===== src/rtl/can_pkg.sv =====
// Shared CAN bit-level definitions used by the receive-path blocks.
package can_pkg;

  // Consecutive equal bits after which a complementary stuff bit is mandatory.
  localparam int CAN_STUFF_LEN = 5;

  // Destuffer state encoding.
  typedef logic [1:0] state_t;
  localparam state_t ST_IDLE      = 2'd0;
  localparam state_t ST_RUN       = 2'd1;
  localparam state_t ST_EXP_STUFF = 2'd2;
  localparam state_t ST_ERROR     = 2'd3;

  // Bus levels: dominant drives the bus low.
  localparam logic DOMINANT  = 1'b0;
  localparam logic RECESSIVE = 1'b1;

endpackage


===== src/rtl/can_bit_destuff.sv =====
// CAN receive-path bit destuffer. Removes stuff bits between SOF and the end
// of the CRC sequence, flags stuff-rule violations, and passes bits through
// unchanged outside the stuffed region. All outputs are registered, so every
// response appears one cycle after its bit_strobe.
module can_bit_destuff
  import can_pkg::*;
#(
  parameter int STUFF_LEN = CAN_STUFF_LEN,
  parameter int CNT_W     = 7
) (
  input  logic             clk,
  input  logic             rst,
  input  logic             bit_in,
  input  logic             bit_strobe,
  input  logic             stuff_en,
  output logic             dout,
  output logic             dout_valid,
  output logic             stuff_drop,
  output logic             stuff_err,
  output logic             err_flag,
  output logic [CNT_W-1:0] out_cnt
);

  localparam int RUN_W = $clog2(STUFF_LEN + 1);

  state_t             state_q, state_d;
  logic [RUN_W-1:0]   cnt_q, cnt_d;
  logic               last_bit_q, last_bit_d;
  logic               dout_q, dout_d;
  logic               dout_valid_q, dout_valid_d;
  logic               stuff_drop_q, stuff_drop_d;
  logic               stuff_err_q, stuff_err_d;
  logic               err_flag_q, err_flag_d;
  logic [CNT_W-1:0]   out_cnt_q, out_cnt_d;

  // Run length including the current bit, as seen by a bit accepted in RUN.
  logic [RUN_W-1:0]   run_next;
  logic [CNT_W-1:0]   out_cnt_inc;

  assign run_next    = (bit_in == last_bit_q) ? cnt_q + 1'b1 : RUN_W'(1);
  assign out_cnt_inc = (out_cnt_q == {CNT_W{1'b1}}) ? out_cnt_q : out_cnt_q + 1'b1;

  // State and output registers; reset wins over a coincident strobe.
  always_ff @(posedge clk) begin
    // NOTE: sequential state uses non-blocking assignments so every register
    // samples the pre-edge values regardless of statement order.
    if (rst) begin
      state_q      <= ST_IDLE;
      cnt_q        <= '0;
      last_bit_q   <= RECESSIVE;
      dout_q       <= 1'b0;
      dout_valid_q <= 1'b0;
      stuff_drop_q <= 1'b0;
      stuff_err_q  <= 1'b0;
      err_flag_q   <= 1'b0;
      out_cnt_q    <= '0;
    end else begin
      state_q      <= state_d;
      cnt_q        <= cnt_d;
      last_bit_q   <= last_bit_d;
      dout_q       <= dout_d;
      dout_valid_q <= dout_valid_d;
      stuff_drop_q <= stuff_drop_d;
      stuff_err_q  <= stuff_err_d;
      err_flag_q   <= err_flag_d;
      out_cnt_q    <= out_cnt_d;
    end
  end

  // Next-state logic: only a strobe can move the FSM.
  always_comb begin
    // NOTE: assigning a default before any branch keeps this block free of
    // inferred latches when a case arm leaves the signal untouched.
    state_d = state_q;
    if (bit_strobe) begin
      unique case (state_q)
        ST_IDLE:      if (stuff_en) state_d = ST_RUN;
        ST_RUN: begin
          if (!stuff_en)                          state_d = ST_IDLE;
          else if (run_next == RUN_W'(STUFF_LEN)) state_d = ST_EXP_STUFF;
        end
        ST_EXP_STUFF: begin
          if (bit_in != last_bit_q) state_d = stuff_en ? ST_RUN : ST_IDLE;
          else                      state_d = ST_ERROR;
        end
        ST_ERROR:     if (!stuff_en) state_d = ST_IDLE;
        default:      state_d = ST_IDLE;
      endcase
    end
  end

  // Datapath and output next values; pulses fall back to 0 on idle cycles.
  always_comb begin
    cnt_d        = cnt_q;
    last_bit_d   = last_bit_q;
    dout_d       = dout_q;
    dout_valid_d = 1'b0;
    stuff_drop_d = 1'b0;
    stuff_err_d  = 1'b0;
    err_flag_d   = err_flag_q;
    out_cnt_d    = out_cnt_q;
    if (bit_strobe) begin
      unique case (state_q)
        ST_IDLE: begin
          dout_d       = bit_in;
          dout_valid_d = 1'b1;
          if (stuff_en) begin
            // SOF opens a new frame: fresh run, fresh count, error cleared.
            cnt_d      = RUN_W'(1);
            last_bit_d = bit_in;
            out_cnt_d  = CNT_W'(1);
            err_flag_d = 1'b0;
          end else begin
            cnt_d      = '0;
          end
        end
        ST_RUN: begin
          dout_d       = bit_in;
          dout_valid_d = 1'b1;
          if (stuff_en) begin
            cnt_d      = run_next;
            last_bit_d = bit_in;
            out_cnt_d  = out_cnt_inc;
          end else begin
            cnt_d      = '0;
          end
        end
        ST_EXP_STUFF: begin
          if (bit_in != last_bit_q) begin
            // The stuff bit itself starts the next run.
            stuff_drop_d = 1'b1;
            last_bit_d   = bit_in;
            cnt_d        = stuff_en ? RUN_W'(1) : '0;
          end else begin
            stuff_err_d  = 1'b1;
            err_flag_d   = 1'b1;
            cnt_d        = '0;
          end
        end
        ST_ERROR: begin
          if (!stuff_en) begin
            dout_d       = bit_in;
            dout_valid_d = 1'b1;
            cnt_d        = '0;
          end
        end
        default: cnt_d = '0;
      endcase
    end
  end

  assign dout       = dout_q;
  assign dout_valid = dout_valid_q;
  assign stuff_drop = stuff_drop_q;
  assign stuff_err  = stuff_err_q;
  assign err_flag   = err_flag_q;
  assign out_cnt    = out_cnt_q;

endmodule


===== config.mk =====
export PLATFORM = sky130hd
export DESIGN_NAME = can_bit_destuff
export DESIGN_NICKNAME = d
export VERILOG_FILES = /design/src/rtl/can_pkg.sv /design/src/rtl/can_bit_destuff.sv
export SDC_FILE = /design/constraint.sdc
export NUM_CORES = 1
export LEC_CHECK = 0
export BUFFER_PORTS_ARGS = -buffer_cell sky130_fd_sc_hd__buf_2
export CORE_UTILIZATION = 30
export CTS_CLUSTER_SIZE = 24
export DETAILED_ROUTE_END_ITERATION = 12
export PLACE_DENSITY = 0.56
export SYNTH_ARGS = -nofsm -noshare
export SYNTH_HDL_FRONTEND = slang
export SYNTH_SLANG_ARGS = --single-unit
export TNS_END_PERCENT = 1

===== constraint.sdc =====
create_clock -name clk -period 2.1 [get_ports clk]
set_input_delay 0.105 -clock clk [delete_from_list [all_inputs] [get_ports clk]]
set_output_delay 0.105 -clock clk [all_outputs]
set_load 0.005 [all_outputs]

==> impl_metrics.csv, run 1 <==
group,metric,value,unit
outcome,outcome,"complete, no violations",
synth,synth_area,923,µm²
power,power.leakage,0.447,nW
placed_design,place.gp.congestion,0.819,
drt,remaining_drc_errors,0,
floorplan,core-area,0.00283,mm²
global_routing,grt_max_degree,17,
cells_and_area,fill_cells,296,
sta,fin_setup_tns,0,ns
floorplan,dieArea,0.00330,mm²
cells_and_area,regArea,360,µm²
synth,yosysMostFrequentCell,"dfxtp_1",
sta,rsz0062_at_grt,"no",
synth,synthTopCellsByArea,"dfxtp_1, a21oi_1, nand2_1, nor2_1, mux2i_1",
drt,viasPerCell,5.33,
drt,ant_nets,0,
floorplan,start_util,32.6,%
clock_tree,clk_pin_slew,0.11,ns
synth,synth_ff_type,"dfxtp_1",
synth,ys_top_cells_by_count,"dfxtp_1, nand2_1, nor2_1",
synth,syn_inst,111,
power,ir_drop,249,µV
clock_tree,postCtsSetupRepairBufs,0,
hold_path,hold_path_class,"in -> reg",
clock_tree,insertion_delay,0.30,ns
floorplan,std_cell_rows,19,
global_routing,overflow,0,
cells_and_area,final_util,37.3,%
cells_and_area,drive_gt1_share,20.0,%
sta,relSlewSlack,69.0,%
worst_setup_path,start_kind,"register",
drt,dr.pass1.iters,4,
clock_tree,clock_path_buffers,2,
placed_design,hpwl,1410,µm
synth,seq_area_frac_synth,39.0,%
cells_and_area,multi_input_area,529,µm²
power,p_per_area,628,mW/mm²
cells_and_area,antenna_cells,0,
cells_and_area,final_cell_area,0.00106,mm²
drt,avgRoutedWirePerCell,12.9,µm
drt,vias,832,
clock_tree,clock_sinks,18,
floorplan,die_x,57.5,µm
synth,syn-num-nets,118,
synth,synth_area_per_cell,8.32,µm²
placed_design,portBuffers,16,
sta,hold_violations,0,
sta,drv_slew,0,
worst_setup_path,cp.required,2.32,ns
sta,setup_viol,0,
clock_tree,clk_root_buffer_cell,"clkbuf_4",
worst_setup_path,worst-setup-path-type,"reg -> reg",
sta,min_period_over_period,79.4,%
sta,worstMarginPinSlew,0.460,ns
floorplan,num_io_pins,17,
sta,fmax,600,MHz
global_routing,grtUsageTotal,13.4,%
global_routing,grt_pass1_wl,3350,µm
clock_tree,post_cts_resized,0,
global_routing,antenna_found_initial,0,
synth,synth_enable_flop_cells,0,
synth,synth-seq-cells,18,
synth,ys_types,38,
worst_setup_path,path_max_fanout,5,
synth,yosys_warnings,0,
sta,layout_min_cycle_time,1.67,ns
worst_setup_path,critPathCaptureType,"register",
drt,wl,2010,µm
job,max_cap_viol_count,0,
placed_design,placed_cell_area,0.00102,mm²
clock_tree,cts_hold_buf,0,
synth,async_flop_share,0,%
synth,yosysTopAreaCell,"dfxtp_1",
drt,drtIter0Drc,20,
sta,hold_ws,0.0923,ns
clock_tree,cts_tree,"done",
clock_tree,cts.htree.levels,1,
clock_tree,cts_buffers,3,
synth,synth_top_area_share,39.0,%
global_routing,grt_pass1_vias,729,
cells_and_area,final_net_count,133,
sta,skew,0.00130,ns
worst_setup_path,critPathArrivalTime,1.89,ns
floorplan,die_h,57.5,µm
cells_and_area,area_growth,14.4,%
==> layout by cell type, fill, tap and decap left out, types with 2 or more instances in the layout <==
master,count
ha_1,2
nand2b_1,3
o21ai_1,6
clkbuf_4,3
and2b_1,2
a21oi_1,8
mux2i_1,3
nor3_1,6
nand3_1,4
nand2_1,10
nand3b_1,2
nor2b_1,4
dfxtp_1,18
buf_2,16
nand4_1,2
nor2_1,10
nor4_1,3
==> sequential cells by signal (all words and copies together) (netlist names) <==
name / count
last_bit_q: 1
out_cnt: 7
err_flag: 1
stuff_drop: 1
dout: 1
dout_valid: 1
state_q: 2
stuff_err: 1
cnt_q: 3
==> stage by stage <==
step / instances / power, mW / setup WS (ns)
detailed placement: 152 / 0.445 / 0.453
global placement: 152 / 0.446 / 0.511
CTS: 156 / 0.670 / 0.428
floorplan: 111 / 0.422 / 0.552
finish: 156 / 0.663 / 0.432
global route: 156 / 0.698 / 0.357
==> layout make-up <==
cell class	instances	area share, %
Clock buffer	4	3.44
Timing Repair Buffer	17	8.29
Multi-Input combinational cell	85	50.1
Sequential cell	18	34.1
Inverter	1	0.355
Tap cell	31	3.67
==> cell families after synthesis <==
kind of cell / Yosys count / share of synthesized area, %
AOI/OAI and AO/OA: 25 / 17.3
DFF: 18 / 39.0
adders and majority gates: 2 / 2.71
buffers and inverters: 8 / 3.66
muxes: 3 / 3.25
xor gates and xnor gates: 2 / 1.90
and+or+nand+nor: 53 / 32.1
==> where the power goes <==
group	switching, mW	internal (mW)	leakage, nW	total, mW
clock	0.119	0.106	0.0210	0.225
sequential	0.0120	0.351	0.146	0.363
combinational	0.0443	0.0311	0.279	0.0754
==> routing by layer <==
layer	part of all wire (%)	vias up	track usage [%]
met5	0	-	0
met1	50	377	19.0
met3	3.5	5	1.59
met4	2.8	0	10.5
li1	-	431	-
met2	44	19	18.1
==> path summary, 6_finish.rpt <==
kind / startpoint / endpoint / slack, ns / cells after the start
worst min-delay path: bit_in / last_bit_q / 0.09 / 3
worst min register to register: cnt_q[2] / cnt_q[2] / 0.48 / 2
worst max-delay path: cnt_q[0] / state_q[1] / 0.43 / 5
worst max register to register: cnt_q[0] / state_q[1] / 0.43 / 5
==> worst max-delay path, cell delays in order (launching register included) <==
cell	delay (ns)
dfxtp_1	0.36
ha_1	0.21
and2b_1	0.31
nor2_8	0.04
or4_1	0.40
a311oi_1	0.27
Power figures use the tool's default switching activity.
==> run 2, diff against run 1 <==
PLACE_DENSITY = 0.58   (was 0.56)
clock period = 1.5 ns   (was 2.1 ns; I/O delays follow)
==> run 2 against run 1 <==
Net effect: the flow now finishes with violations (setup timing); sequential power increased by 39%; combinational power increased by 80%; clock skew about the same; first-iteration DRC count increased by 30%; final cell count increased by 6.4%; critical path depth unchanged; register-to-register slack got worse by 0.46 ns; clock-buffer cell count unchanged; core utilization increased by 3.9 points; flip-flop and latch count unchanged; via count increased by 9.9%; largest power group unchanged.
==> impl_metrics.csv, run 2 (synthesis gave the netlist of run 1 again) <==
group,metric,value,unit
global_routing,grt_pass1_wl,3880,µm
worst_setup_path,critPathCaptureType,"register",
sta,min_period_over_period,102,%
cells_and_area,final_util,41.2,%
global_routing,antenna_found_initial,0,
drt,vias,914,
clock_tree,insertion_delay,0.29,ns
power,p_int,0.701,mW
placed_design,hpwl,1580,µm
power,pwr-share-comb,14.3,%
worst_setup_path,critPathArrivalTime,1.75,ns
placed_design,portBuffers,16,
floorplan,die_h,57.5,µm
power,power.leakage,0.501,nW
cells_and_area,largest_reg_flops,7,
worst_setup_path,path_max_fanout,2,
power,power.switching,0.252,mW
drt,wl,2310,µm
cells_and_area,mostFrequentLayoutCells,"buf_2, dfxtp_1, buf_4, nand2_1, nor2_1",
worst_setup_path,worst-setup-path-type,"reg -> reg",
worst_setup_path,cp.required,1.72,ns
floorplan,start_util,32.6,%
drt,viasPerCell,5.51,
global_routing,grt_pass1_vias,865,
floorplan,dieArea,0.00330,mm²
hold_path,hold_path_class,"in -> reg",
sta,setup_slack,-0.0319,ns
clock_tree,cts.htree.levels,1,
clock_tree,clock_sinks,18,
drt,avgRoutedWirePerCell,13.9,µm
drt,remaining_drc_errors,0,
sta,hold_violations,0,
cells_and_area,drive_gt1_share,31.1,%
outcome,violations,"setup timing",
global_routing,grtUsageTotal,15.1,%
global_routing,grt_max_degree,17,
sta,relSlewSlack,71.1,%
drt,drtIter0Drc,26,
worst_setup_path,start_kind,"register",
sta,fmax,653,MHz
cells_and_area,fill_cells,296,
sta,setup_viol,1,
power,ir_drop,428,µV
cells_and_area,area_growth,26.3,%
sta,worstMarginPinSlew,0.432,ns
cells_and_area,final_common_cell,"buf_2",
placed_design,pre_cts_slack,0.00470,ns
power,p_per_area,817,mW/mm²
job,max_cap_viol_count,0,
floorplan,num_io_pins,17,
sta,fin_setup_tns,-0.0319,ns
power,power,0.953,mW
clock_tree,clock_path_buffers,2,
cells_and_area,antenna_cells,0,
drt,ant_nets,0,
sta,layout_min_cycle_time,1.53,ns
outcome,outcome,"complete, but fails checks",
power,p_clk_share,32.6,%
sta,skew,0.000880,ns
sta,drv_slew,0,
global_routing,overflow,0,
sta,rsz0062_at_grt,"yes",
floorplan,core-area,0.00283,mm²
cells_and_area,final_net_count,143,
placed_design,place.gp.congestion,0.746,
clock_tree,cts_tree,"done",
clock_tree,clk_root_buffer_cell,"clkbuf_4",
floorplan,std_cell_rows,19,
clock_tree,clk_pin_slew,0.11,ns
drt,dr.pass1.iters,4,
power,sequentialPowerShare,53.1,%
floorplan,die_x,57.5,µm
clock_tree,cts_buffers,3,
power,switching_share,26.5,%
## run 2: final timing paths
| path | cells past startpoint | start | slack, ns | end |
|---|---|---|---|---|
| worst max-delay path | 5 | cnt_q[1] | -0.03 | state_q[1] |
| worst min-delay path | 3 | bit_in | 0.06 | last_bit_q |
| worst max register to register | 5 | cnt_q[1] | -0.03 | state_q[1] |
| worst min register to register | 2 | cnt_q[2] | 0.48 | cnt_q[2] |
## run 2: worst max-delay path, stage by stage, from the launching register on
cell      delay [ns]
dfxtp_2         0.35
ha_4            0.15
and2b_2         0.26
nor2_8          0.04
or4_4           0.41
a311oi_2        0.23
## run 2: layout make-up
type                    count  area (µm²)  share of cell area (%)
clock buffers               4        36.3                    3.11
inverters                   1        3.75                   0.322
well taps                  31        38.8                    3.33
repair buffers             27         163                    13.9
multi-input cells          85         561                    48.1
flip-flops and latches     18         364                    31.2
## run 2: stage by stage
step	hold WS, ns	area, µm²	std cells
floorplan	0.147	925	111
global placement	0.363	1090	161
detailed placement	0.378	1090	161
CTS	0.0644	1120	165
global route	0.0698	1170	166
finish	0.0627	1170	166
## run 2: power groups by stage
| stage | Combinational, mW | Clock, mW | Sequential [mW] |
|---|---|---|---|
| 6_report | 0.136 | 0.311 | 0.506 |
| 5_1_grt | 0.151 | 0.339 | 0.508 |
| 4_1_cts | 0.126 | 0.316 | 0.503 |
| 3_5_place_dp | 0.125 | 0 | 0.514 |
| 3_3_place_gp | 0.123 | 0 | 0.514 |
| 2_1_floorplan | 0.0793 | 0 | 0.512 |
## run 2: per-layer routing
| metal | track usage [%] | wire length, µm |
|---|---|---|
| met5 | 0 | 0 |
| met4 | 9.06 | 27 |
| met3 | 1.59 | 62 |
| met2 | 22.8 | 1120 |
| met1 | 20.7 | 1100 |
## run 2: what timing repair did
item | 4_1_cts | 5_1_grt
setup buffers | 0 | 1
resized for setup | 0 | 8
setup endpoints to repair | 1 | 4
hold buffers | 0 | 0
pin swaps | 0 | 1
